$ cat src/rtl/gpio_seq_pkg.sv
// Shared definitions for the gpio pattern sequencer: opcode and FSM encodings,
// gpio output-register indices and the emesh datamode used for every write.
package gpio_seq_pkg;

    // Step opcodes as stored in the table
    typedef enum logic [1:0] {
        OP_OUT    = 2'd0,
        OP_OUTSET = 2'd1,
        OP_OUTCLR = 2'd2,
        OP_OUTXOR = 2'd3
    } opcode_t;

    // Sequencer FSM states
    typedef enum logic [1:0] {
        S_IDLE  = 2'd0,
        S_ISSUE = 2'd1,
        S_DELAY = 2'd2
    } state_t;

    // Output-register indices, mirroring the gpio register map
    localparam logic [3:0] GPIO_OUT    = 4'd2;
    localparam logic [3:0] GPIO_OUTCLR = 4'd3;
    localparam logic [3:0] GPIO_OUTSET = 4'd4;
    localparam logic [3:0] GPIO_OUTXOR = 4'd5;

    // 32-bit word transfer
    localparam logic [1:0] DATAMODE_WORD = 2'b10;

    // Translate a step opcode into the gpio register it writes
    function automatic logic [3:0] opToRegIndex(input opcode_t op);
        logic [3:0] idx;
        case (op)
            OP_OUT:    idx = GPIO_OUT;
            OP_OUTSET: idx = GPIO_OUTSET;
            OP_OUTCLR: idx = GPIO_OUTCLR;
            OP_OUTXOR: idx = GPIO_OUTXOR;
            default:   idx = GPIO_OUT;
        endcase
        return idx;
    endfunction

endpackage

$ cat src/rtl/gpio_seq_emesh2packet.sv
// Packs emesh transaction fields into the flat packet layout:
// {srcaddr, data, dstaddr, ctrlmode[4:0], datamode[1:0], write}.
module gpio_seq_emesh2packet #(
    parameter int AW = 32,
    parameter int PW = 104
) (
    input  logic          write_out,
    input  logic [1:0]    datamode_out,
    input  logic [4:0]    ctrlmode_out,
    input  logic [AW-1:0] dstaddr_out,
    input  logic [AW-1:0] data_out,
    input  logic [AW-1:0] srcaddr_out,
    output logic [PW-1:0] packet_out
);

    assign packet_out = {srcaddr_out, data_out, dstaddr_out,
                         ctrlmode_out, datamode_out, write_out};

endmodule

$ cat src/rtl/gpio_seq.sv
// Autonomous gpio pattern sequencer. Plays a table of output-register writes
// to a gpio block over emesh, one packet per step, with a programmable idle
// gap after each accepted packet.
// Optional build macro GPIO_SEQ_LOOPCNT_EN: adds loop_cnt so a looping run
// stops by itself after loop_cnt+1 passes instead of repeating until stop.
module gpio_seq
    import gpio_seq_pkg::*;
#(
    parameter int N     = 24,
    parameter int AW    = 32,
    parameter int PW    = 104,
    parameter int DEPTH = 16,
    parameter int DW    = 16
) (
    input  logic                     clk,
    input  logic                     reset,
    input  logic                     cfg_write,
    input  logic [$clog2(DEPTH)-1:0] cfg_addr,
    input  logic [1:0]               cfg_op,
    input  logic [N-1:0]             cfg_data,
    input  logic [DW-1:0]            cfg_delay,
    input  logic [AW-1:0]            base_addr,
    input  logic [$clog2(DEPTH)-1:0] last_step,
    input  logic                     loop_en,
`ifdef GPIO_SEQ_LOOPCNT_EN
    input  logic [7:0]               loop_cnt,
`endif
    input  logic                     start,
    input  logic                     stop,
    output logic                     access_out,
    output logic [PW-1:0]            packet_out,
    input  logic                     wait_in,
    output logic                     busy,
    output logic                     done,
    output logic [$clog2(DEPTH)-1:0] step_idx
);

    localparam int IW = $clog2(DEPTH);

    // Step table (deliberately not reset)
    logic [1:0]    r_tblOp    [DEPTH];
    logic [N-1:0]  r_tblData  [DEPTH];
    logic [DW-1:0] r_tblDelay [DEPTH];

    state_t        r_state;
    state_t        w_nextState;
    logic [IW-1:0] r_idx;
    logic [DW-1:0] r_delay;
    logic [DW-1:0] r_count;
    logic          r_stopLatch;
    logic          r_done;
    logic          r_write;
    logic [1:0]    r_datamode;
    logic [AW-1:0] r_dstaddr;
    logic [AW-1:0] r_dataWord;

    logic          w_accept;
    logic          w_stopEff;
    logic          w_start;
    logic          w_delayExpire;
    logic          w_issueAdvance;
    logic          w_advance;
    logic          w_atLast;
    logic          w_wrap;
    logic          w_finish;
    logic          w_load;
    logic [IW-1:0] w_loadIdx;
    logic          w_unusedBase;

    // Low address bits are replaced by the register index
    assign w_unusedBase = ^base_addr[6:0];

    assign w_accept       = (r_state == S_ISSUE) & ~wait_in;
    assign w_stopEff      = r_stopLatch | stop;
    assign w_start        = (r_state == S_IDLE) & start & ~stop;
    assign w_delayExpire  = (r_state == S_DELAY) & ~stop & (r_count == DW'(1));
    assign w_issueAdvance = w_accept & ~w_stopEff & (r_delay == '0);
    assign w_advance      = w_issueAdvance | w_delayExpire;
    assign w_atLast       = (r_idx == last_step);

`ifdef GPIO_SEQ_LOOPCNT_EN
    logic [7:0] r_pass;
    assign w_wrap = loop_en & (r_pass != loop_cnt);

    // Count completed passes of a looping run; restart from zero on start
    always_ff @(posedge clk or posedge reset) begin
        if (reset)
            r_pass <= '0;
        else if (w_start)
            r_pass <= '0;
        else if (w_advance && w_atLast && w_wrap)
            r_pass <= r_pass + 8'd1;
    end
`else
    assign w_wrap = loop_en;
`endif

    assign w_finish  = w_advance & w_atLast & ~w_wrap;
    assign w_load    = w_start | (w_advance & ~w_finish);
    assign w_loadIdx = (w_start || w_atLast) ? '0 : r_idx + IW'(1);

    // Table write port, usable even while a run is in progress
    always_ff @(posedge clk) begin
        if (cfg_write) begin
            r_tblOp[cfg_addr]    <= cfg_op;
            r_tblData[cfg_addr]  <= cfg_data;
            r_tblDelay[cfg_addr] <= cfg_delay;
        end
    end

    // FSM state register
    always_ff @(posedge clk or posedge reset) begin
        if (reset)
            r_state <= S_IDLE;
        else
            r_state <= w_nextState;
    end

    // FSM next-state logic
    always_comb begin
        w_nextState = r_state;
        case (r_state)
            S_IDLE: begin
                if (w_start)
                    w_nextState = S_ISSUE;
            end
            S_ISSUE: begin
                if (w_accept) begin
                    if (w_stopEff)
                        w_nextState = S_IDLE;
                    else if (r_delay != '0)
                        w_nextState = S_DELAY;
                    else if (w_finish)
                        w_nextState = S_IDLE;
                    else
                        w_nextState = S_ISSUE;
                end
            end
            S_DELAY: begin
                if (stop)
                    w_nextState = S_IDLE;
                else if (r_count == DW'(1))
                    w_nextState = w_finish ? S_IDLE : S_ISSUE;
            end
            default: w_nextState = S_IDLE;
        endcase
    end

    // FSM outputs; access_out follows the state so reset drops it at once
    always_comb begin
        access_out = (r_state == S_ISSUE);
        busy       = (r_state != S_IDLE);
    end

    // Capture the step entry into the packet fields on every entry to ISSUE
    always_ff @(posedge clk or posedge reset) begin
        if (reset) begin
            r_idx      <= '0;
            r_delay    <= '0;
            r_write    <= 1'b0;
            r_datamode <= 2'b00;
            r_dstaddr  <= '0;
            r_dataWord <= '0;
        end else if (w_load) begin
            r_idx      <= w_loadIdx;
            r_delay    <= r_tblDelay[w_loadIdx];
            r_write    <= 1'b1;
            r_datamode <= DATAMODE_WORD;
            r_dstaddr  <= {base_addr[AW-1:7],
                           opToRegIndex(opcode_t'(r_tblOp[w_loadIdx])), 3'b000};
            r_dataWord <= {{(AW-N){1'b0}}, r_tblData[w_loadIdx]};
        end
    end

    // Inter-step delay counter, loaded at accept and counted down in DELAY
    always_ff @(posedge clk or posedge reset) begin
        if (reset)
            r_count <= '0;
        else if (w_accept && !w_stopEff && r_delay != '0)
            r_count <= r_delay;
        else if (r_state == S_DELAY)
            r_count <= stop ? '0 : r_count - DW'(1);
    end

    // Remember a stop seen while a packet is stalled, and pulse done
    always_ff @(posedge clk or posedge reset) begin
        if (reset) begin
            r_stopLatch <= 1'b0;
            r_done      <= 1'b0;
        end else begin
            r_stopLatch <= (r_state == S_ISSUE) & ~w_accept & w_stopEff;
            r_done      <= w_finish;
        end
    end

    assign done     = r_done;
    assign step_idx = r_idx;

    gpio_seq_emesh2packet #(
        .AW (AW),
        .PW (PW)
    ) u_packer (
        .write_out    (r_write),
        .datamode_out (r_datamode),
        .ctrlmode_out (5'b00000),
        .dstaddr_out  (r_dstaddr),
        .data_out     (r_dataWord),
        .srcaddr_out  ({AW{1'b0}}),
        .packet_out   (packet_out)
    );

endmodule

$ cat config.mk
export PLATFORM = sky130hd
export DESIGN_NAME = gpio_seq
export DESIGN_NICKNAME = d
export VERILOG_FILES = /design/src/rtl/gpio_seq_pkg.sv /design/src/rtl/gpio_seq_emesh2packet.sv /design/src/rtl/gpio_seq.sv
export SDC_FILE = /design/constraint.sdc
export NUM_CORES = 1
export LEC_CHECK = 0
export CELL_PAD_IN_SITES_DETAIL_PLACEMENT = 0
export CELL_PAD_IN_SITES_GLOBAL_PLACEMENT = 1
export CORE_MARGIN = 4
export CORE_UTILIZATION = 38
export DETAILED_ROUTE_END_ITERATION = 8
export GPL_TIMING_DRIVEN = 0
export PLACE_DENSITY_LB_ADDON = 0.1
export SYNTH_ARGS = -nofsm -noshare
export SYNTH_HDL_FRONTEND = slang
export SYNTH_SLANG_ARGS = --single-unit
export TNS_END_PERCENT = 20
$ cat constraint.sdc
create_clock -name clk -period 4.5 [get_ports clk]
set_input_delay 1.125 -clock clk [delete_from_list [all_inputs] [get_ports clk]]
set_output_delay 1.125 -clock clk [all_outputs]
set_load 0.01 [all_outputs]
==> Word level (Yosys, flattened, before mapping) <==
Memories as Yosys holds them, arrays and structs flattened. A register that Yosys moved wholly into a read port is not among the register bits.
Index checks and enable logic that the tools add are counted.
{ "totals": {"regBits": 54, "latchBits": 0, "mem_bits_rw": 672, "rom_bits": 0, "inputBits": 89, "out_inout_bits": 111, "elab_cells": 69, "memories": 3} }
{ "classes": {"addsub": 2, "multipliers": 0, "div_mod_pow": 0, "order_cmp": 0, "n_eq_ne": 10, "shift": 0, "n_mux": 15, "bitwise": 21, "reduce_logical": 11} }
{ "memory_table": {"columns": ["memory", "words", "word_bits", "read_ports", "rd_clocked_by_memory_dff", "write_ports", "line_no", "rtl"], "rows": [
  ["r_tblData", 16, 24, 1, 1, 1, "gpio_seq.sv:42", "logic [N-1:0] r_tblData [DEPTH];"],
  ["r_tblDelay", 16, 16, 1, 1, 1, "gpio_seq.sv:43", "logic [DW-1:0] r_tblDelay [DEPTH];"],
  ["r_tblOp", 16, 2, 1, 0, 1, "gpio_seq.sv:41", "logic [1:0] r_tblOp [DEPTH];"]
]} }
{ "op_table": {"columns": ["cell", "count"], "rows": [
  ["$mux 16", 3],
  ["$eq 16x1->1 const B", 1],
  ["$logic_not 16->1", 1],
  ["$pmux 4 s4", 1],
  ["$reduce_bool 16->1", 1],
  ["$sub 16x1->16 const B", 1],
  ["$and 1x1->1", 12],
  ["$mux 2", 6],
  ["$eq 2x2->1 const B", 3],
  ["$not 1->1", 6],
  ["$pmux 2 s3", 1],
  ["$add 4x1->4 const B", 1],
  ["$eq 2x1->1 const B", 2],
  ["$eq 4x4->1", 1],
  ["$logic_not 2->1", 2],
  ["$mux 4", 1],
  ["$reduce_bool 2->1", 2],
  ["$mux 1", 3],
  ["$ne 3x3->1 const B", 1],
  ["$or 1x1->1", 3],
  ["$reduce_and 3->1", 1],
  ["$logic_and 1x1->1", 2],
  ["$ne 2x1->1 const B", 1],
  ["$ne 2x2->1 const B", 1],
  ["other kinds (2)", 2]
]} }

==> Logic depth before layout (Yosys ltp) <==
{ "logic_depth": {"word_depth": 12, "depth_mapped": 10, "ltp_nobuf": 8} }

==> By module <==
From an unflattened synthesis, not the netlist that was laid out.
{ "unflattened": {"cells_unflattened": 2275, "area_unflattened_um2": 32213.4} }
{ "by_module_without_submodules": {"columns": ["module", "n_inst", "cells_per_inst", "area_per_inst_um2", "seq_area_each_um2"], "rows": [
  ["gpio_seq", 1, 2171, 31432.6, 22506.6],
  ["gpio_seq_emesh2packet", 1, 104, 780.7, 0.0]
]} }

==> Worst setup path after synthesis <==
OpenSTA, ideal clock, no wires.
{ "synth_timing": {"kind": "input-to-reg", "from": "input port cfg_addr[2]", "to": "memory r_tblData[0][0] (enable)", "setup_ns": 0.494, "arrival_ns": 4.514, "required_ns": 4.006, "path_slack_ns": -0.508, "stages": 2, "path_buffers": 0, "path_cell_list": "or3b_2 -> nor3_1"} }
{ "synth_lines": {"columns": ["element", "line_no", "rtl"], "rows": [
  ["start, declared", "gpio_seq.sv:18", "input logic [$clog2(DEPTH)-1:0] cfg_addr,"],
  ["end, declared", "gpio_seq.sv:42", null]
]} }
No word-level cell before the write port.

==> Worst setup path after layout <==
{ "layout_timing": {"from": "input port last_step[3]", "to": "register r_dataWord[14], read port of r_tblData"} }
{ "layout_between": {"elab_chain_cells": 6, "elab_cells_between_ends": 8, "classes_between": "eq/ne: 1; mux: 1; bitwise: 5; reduce/logical: 1"} }
{ "layout_rtl": {"columns": ["element", "line_no", "rtl"], "rows": [
  ["start, declared", "gpio_seq.sv:23", "input logic [$clog2(DEPTH)-1:0] last_step,"],
  ["$eq 4x4->1 *", "gpio_seq.sv:79", "assign w_atLast = (r_idx == last_step);"],
  ["$and 1x1->1 (2 in series)", "gpio_seq.sv:98", "assign w_finish = w_advance & w_atLast & ~w_wrap;"],
  ["$not 1->1", "gpio_seq.sv:99", "assign w_load = w_start | (w_advance & ~w_finish);"],
  ["$and 1x1->1", "gpio_seq.sv:99", null],
  ["$or 1x1->1", "gpio_seq.sv:99", null],
  ["end, declared", "gpio_seq.sv:55", "logic [AW-1:0] r_dataWord;"]
]} }
Mark *: on every way between the ends. The rest lies on a longest branch, timed or not.
A chain may end at the register's enable or synchronous reset.

==> key figures <==
Outcome
  – Outcome: complete, no violations

Timing
  – Fin. Hold Viols: 0
  – Final setup TNS: 0 ps
  – Final Max Tran Viols: 0
  – Worst-margin pin slew: between 1000 and 1500 ps
  – Final setup viols: 0
  – Max Freq: 0.2368 GHz
  – Clock period minus worst slack: 4223 ps
  – RSZ-0062 raised after global routing: no
  – Clock skew: about 24 ps
  – Slew headroom: 18.65%
  – Period utilisation layout: between 90% and 100%

Clock tree
  – CTS Hold Buffers Added: 0
  – H-tree depth: 3
  – Clock transition at the registers of the reported paths: 60 ps
  – Worst-skew pair later-pin latency: roughly 620 ps
  – TritonCTS clock tree: built
  – Buffer depth of the longest clock path: 3
  – CTS root buffer: clkbuf_16
  – Postcts setup bufs: 0
  – Resize count post-CTS: 0
  – CTS Sinks: 765
  – Number of CTS-inserted buffers: 83

Floorplan
  – Ports: 200
  – Placeable core region: between 80000 and 90000 um2
  – Initial Util: about two fifths
  – Row cnt: 105
  – Die span in y: 297.4 um
  – Die outline width: 297.4 um
  – Full die area: 88440 um2

Power
  – LEAKAGE: 0.01313 uW
  – Peak VDD IR: 341.5 uV
  – Power Total: approximately 24000 uW
  – Pwr dens: 635.2 nW/um2

Logic synthesis
  – Post-synthesis sequential area ratio: between 70% and 80%
  – Post-synth cell types: 64
  – Syn_area_per_cell: 14.32 um2
  – Post-synth EDFFs: 672
  – Ys flop type: edfxtp_1
  – Syn Std Cell Area: 31820 um2
  – Synthesized flop and latch total: about 770
  – Gate Count Post-Synth: 2223
  – Ys Warns: 0
  – Async SR Flop Fraction: 12.16%

Global routing
  – Vias in the first global route: 20531
  – Initial antenna violation count: 3
  – Global-route wire length before repair: 145700 um
  – Largest net degree at the start of global routing: 67
  – Tot GR Track Use: 22.43%
  – Total congestion overflow: 0

Routing
  – DRC viols: 0
  – Initial DRC Count: 2060
  – Via count: 20712
  – DR WL/cell: 27.69 um
  – Drt via density: 5.633
  – DRT Wirelength: 101800 um
  – DR pass1 iterations: 5
  – Antenna Violating Nets Remaining: 0

Placed design
  – Hpwl dp: 68910 um
  – RePlAce Congestion: slightly below 0.8
  – I/O Buffers: 142
  – Placed cells: between 3000 and 4000

Critical path
  – Critical path's largest stage delay: ~1100 ps
  – Setup CP Type: in -> reg
  – Crit-path max FO: 10
  – Crit. End Element: register
  – CP arrival: 4700 ps
  – Worst r2r src: step_idx[1]
  – Worst r2r dst: r_delay[14]
  – Worst path bufs/invs: 3
  – Crit path required time: 4970 ps
  – CP Cell Sequence: clkdlybuf4s50_1 > xor2_1 > o41ai_4 > clkbuf_1 > buf_2 > nand2_1 > a2bb2oi_1 > a311o_1 > o311ai_2
  – R2R cell count: 9
  – Slowest cell on the critical path: o41ai_4
  – Critical Path Source Type: input port
  – Flop-to-flop setup slack: 740 ps
  – CP delay by family, top: compound AO/OA/AOI/OAI gates

Worst hold path
  – Worst Hold End: r_dstaddr[8]
  – Min-delay src: r_dstaddr[8]
  – Worst hold path cell count: 2
  – Hold/Removal Path Class: reg -> reg

Final layout
  – P&R area growth vs syn: 20.13%
  – Fin nets: 2632
  – Fraction of layout cells with a size suffix above 1: between 10% and 20%
  – Final cell count without fillers: 3677

Run
  – Maxcap violations: 0
## cells in the final DEF, fill, tap and decap left out, types with 50 or more instances in the layout
cell type	count
o211ai_1	82
clkbuf_16	83
clkbuf_1	116
buf_4	56
a31oi_1	104
edfxtp_1	672
nand2_1	238
o21ai_0	54
mux2i_1	128
nor2_1	70
dfrtp_1	93
clkdlybuf4s50_1	142
conb_1	50
## report_power, final
| group | switching (uW) | internal [uW] |
|---|---|---|
| clock network | 2770 | 3780 |
| logic | 5810 | 3210 |
| registers | 485 | 8230 |
| total | 9060 | 15200 |
## worst min-delay path: cells and delay by family, from the launching register on
family	cells	cell delay, ps
simple gates	2	100
flops	1	340
## cell families (layout without fill, tap and decap cells)
| logic type | after synthesis | in the layout | synth area share (%) |
|---|---|---|---|
| AO/OA/AOI/OAI | 543 | 543 | 13.21 |
| flip-flops | 765 | 765 | 70.72 |
| AND/OR/NAND/NOR | 511 | 511 | 7.403 |
| adder cells (fa/ha/maj) | 3 | 3 | 0.1180 |
| multiplexers | 129 | 129 | 4.061 |
| XOR/XNOR | 10 | 10 | 0.2988 |
| buffers and inverters | 261 | 595 | 4.168 |
| other | 1 | 51 | 0.01178 |
## routing by layer
layer / up-vias / GRT usage (%) / wire, um
li1: 9179 / - / -
met3: 117 / 3.569 / 6329
met1: 10688 / 31.99 / 45770
met2: 726 / 36.42 / 47810
met5: - / 0 / 13
met4: 2 / 4.973 / 1874
## cell usage after synthesis, types with 42 or more instances
master,n,area share [%]
buf_4,56,1.3
edfxtp_1,672,63
o21ai_0,54,0.85
buf_2,43,0.68
or2_2,42,0.83
nand2_1,238,2.8
mux2i_1,128,4.0
a2bb2oi_1,43,1.2
dfrtp_1,93,7.3
a31oi_1,104,2.0
inv_1,46,0.54
nand3_1,47,0.74
nor2_1,82,0.97
o211ai_1,82,1.9
clkbuf_1,102,1.2
## flip-flops by register name (all words and copies together), names as in the netlist, 2 cells and up
name / flops
r_tblData: 384
r_tblOp: 32
r_state: 2
r_dstaddr: 28
r_count: 16
step_idx: 4
r_delay: 16
r_tblDelay: 256
r_dataWord: 24
## worst max path at each step
stage          cells past startpoint               to          from
2_1_floorplan                      2  r_tblData[8][0]   cfg_addr[2]
3_3_place_gp                       3  r_tblData[8][6]   cfg_addr[2]
3_5_place_dp                       9   r_dataWord[14]  last_step[3]
4_1_cts                            9   r_dataWord[14]  last_step[3]
5_1_grt                            9   r_dataWord[14]  last_step[3]
6_report                           9   r_dataWord[14]  last_step[3]
## cell type report
cell class / count / area (um2)
fill: 7281 / 44270
sequential: 765 / 22510
multi-input combinational: 1246 / 8290
timing repair buffer: 183 / 2181
clock buffer: 100 / 2171
tap: 1070 / 1339
buffer: 215 / 1154
clock inverter: 51 / 409.1
inverter: 46 / 177.7
antenna: 1 / 2.502
## metrics by stage
step	hold WS [ps]	area (um2)	worst slack (ps)	util (%)
5_1_grt	489.3	38230	212.0	46.33
3_5_place_dp	459.4	35650	-343.0	43.21
3_3_place_gp	452.4	34770	-4665	42.15
2_1_floorplan	459.4	32010	-206.6	-
6_report	467.4	38230	277.4	46.34
4_1_cts	471.8	38230	274.8	46.33
No activity file was read; power rests on OpenSTA's default activity.
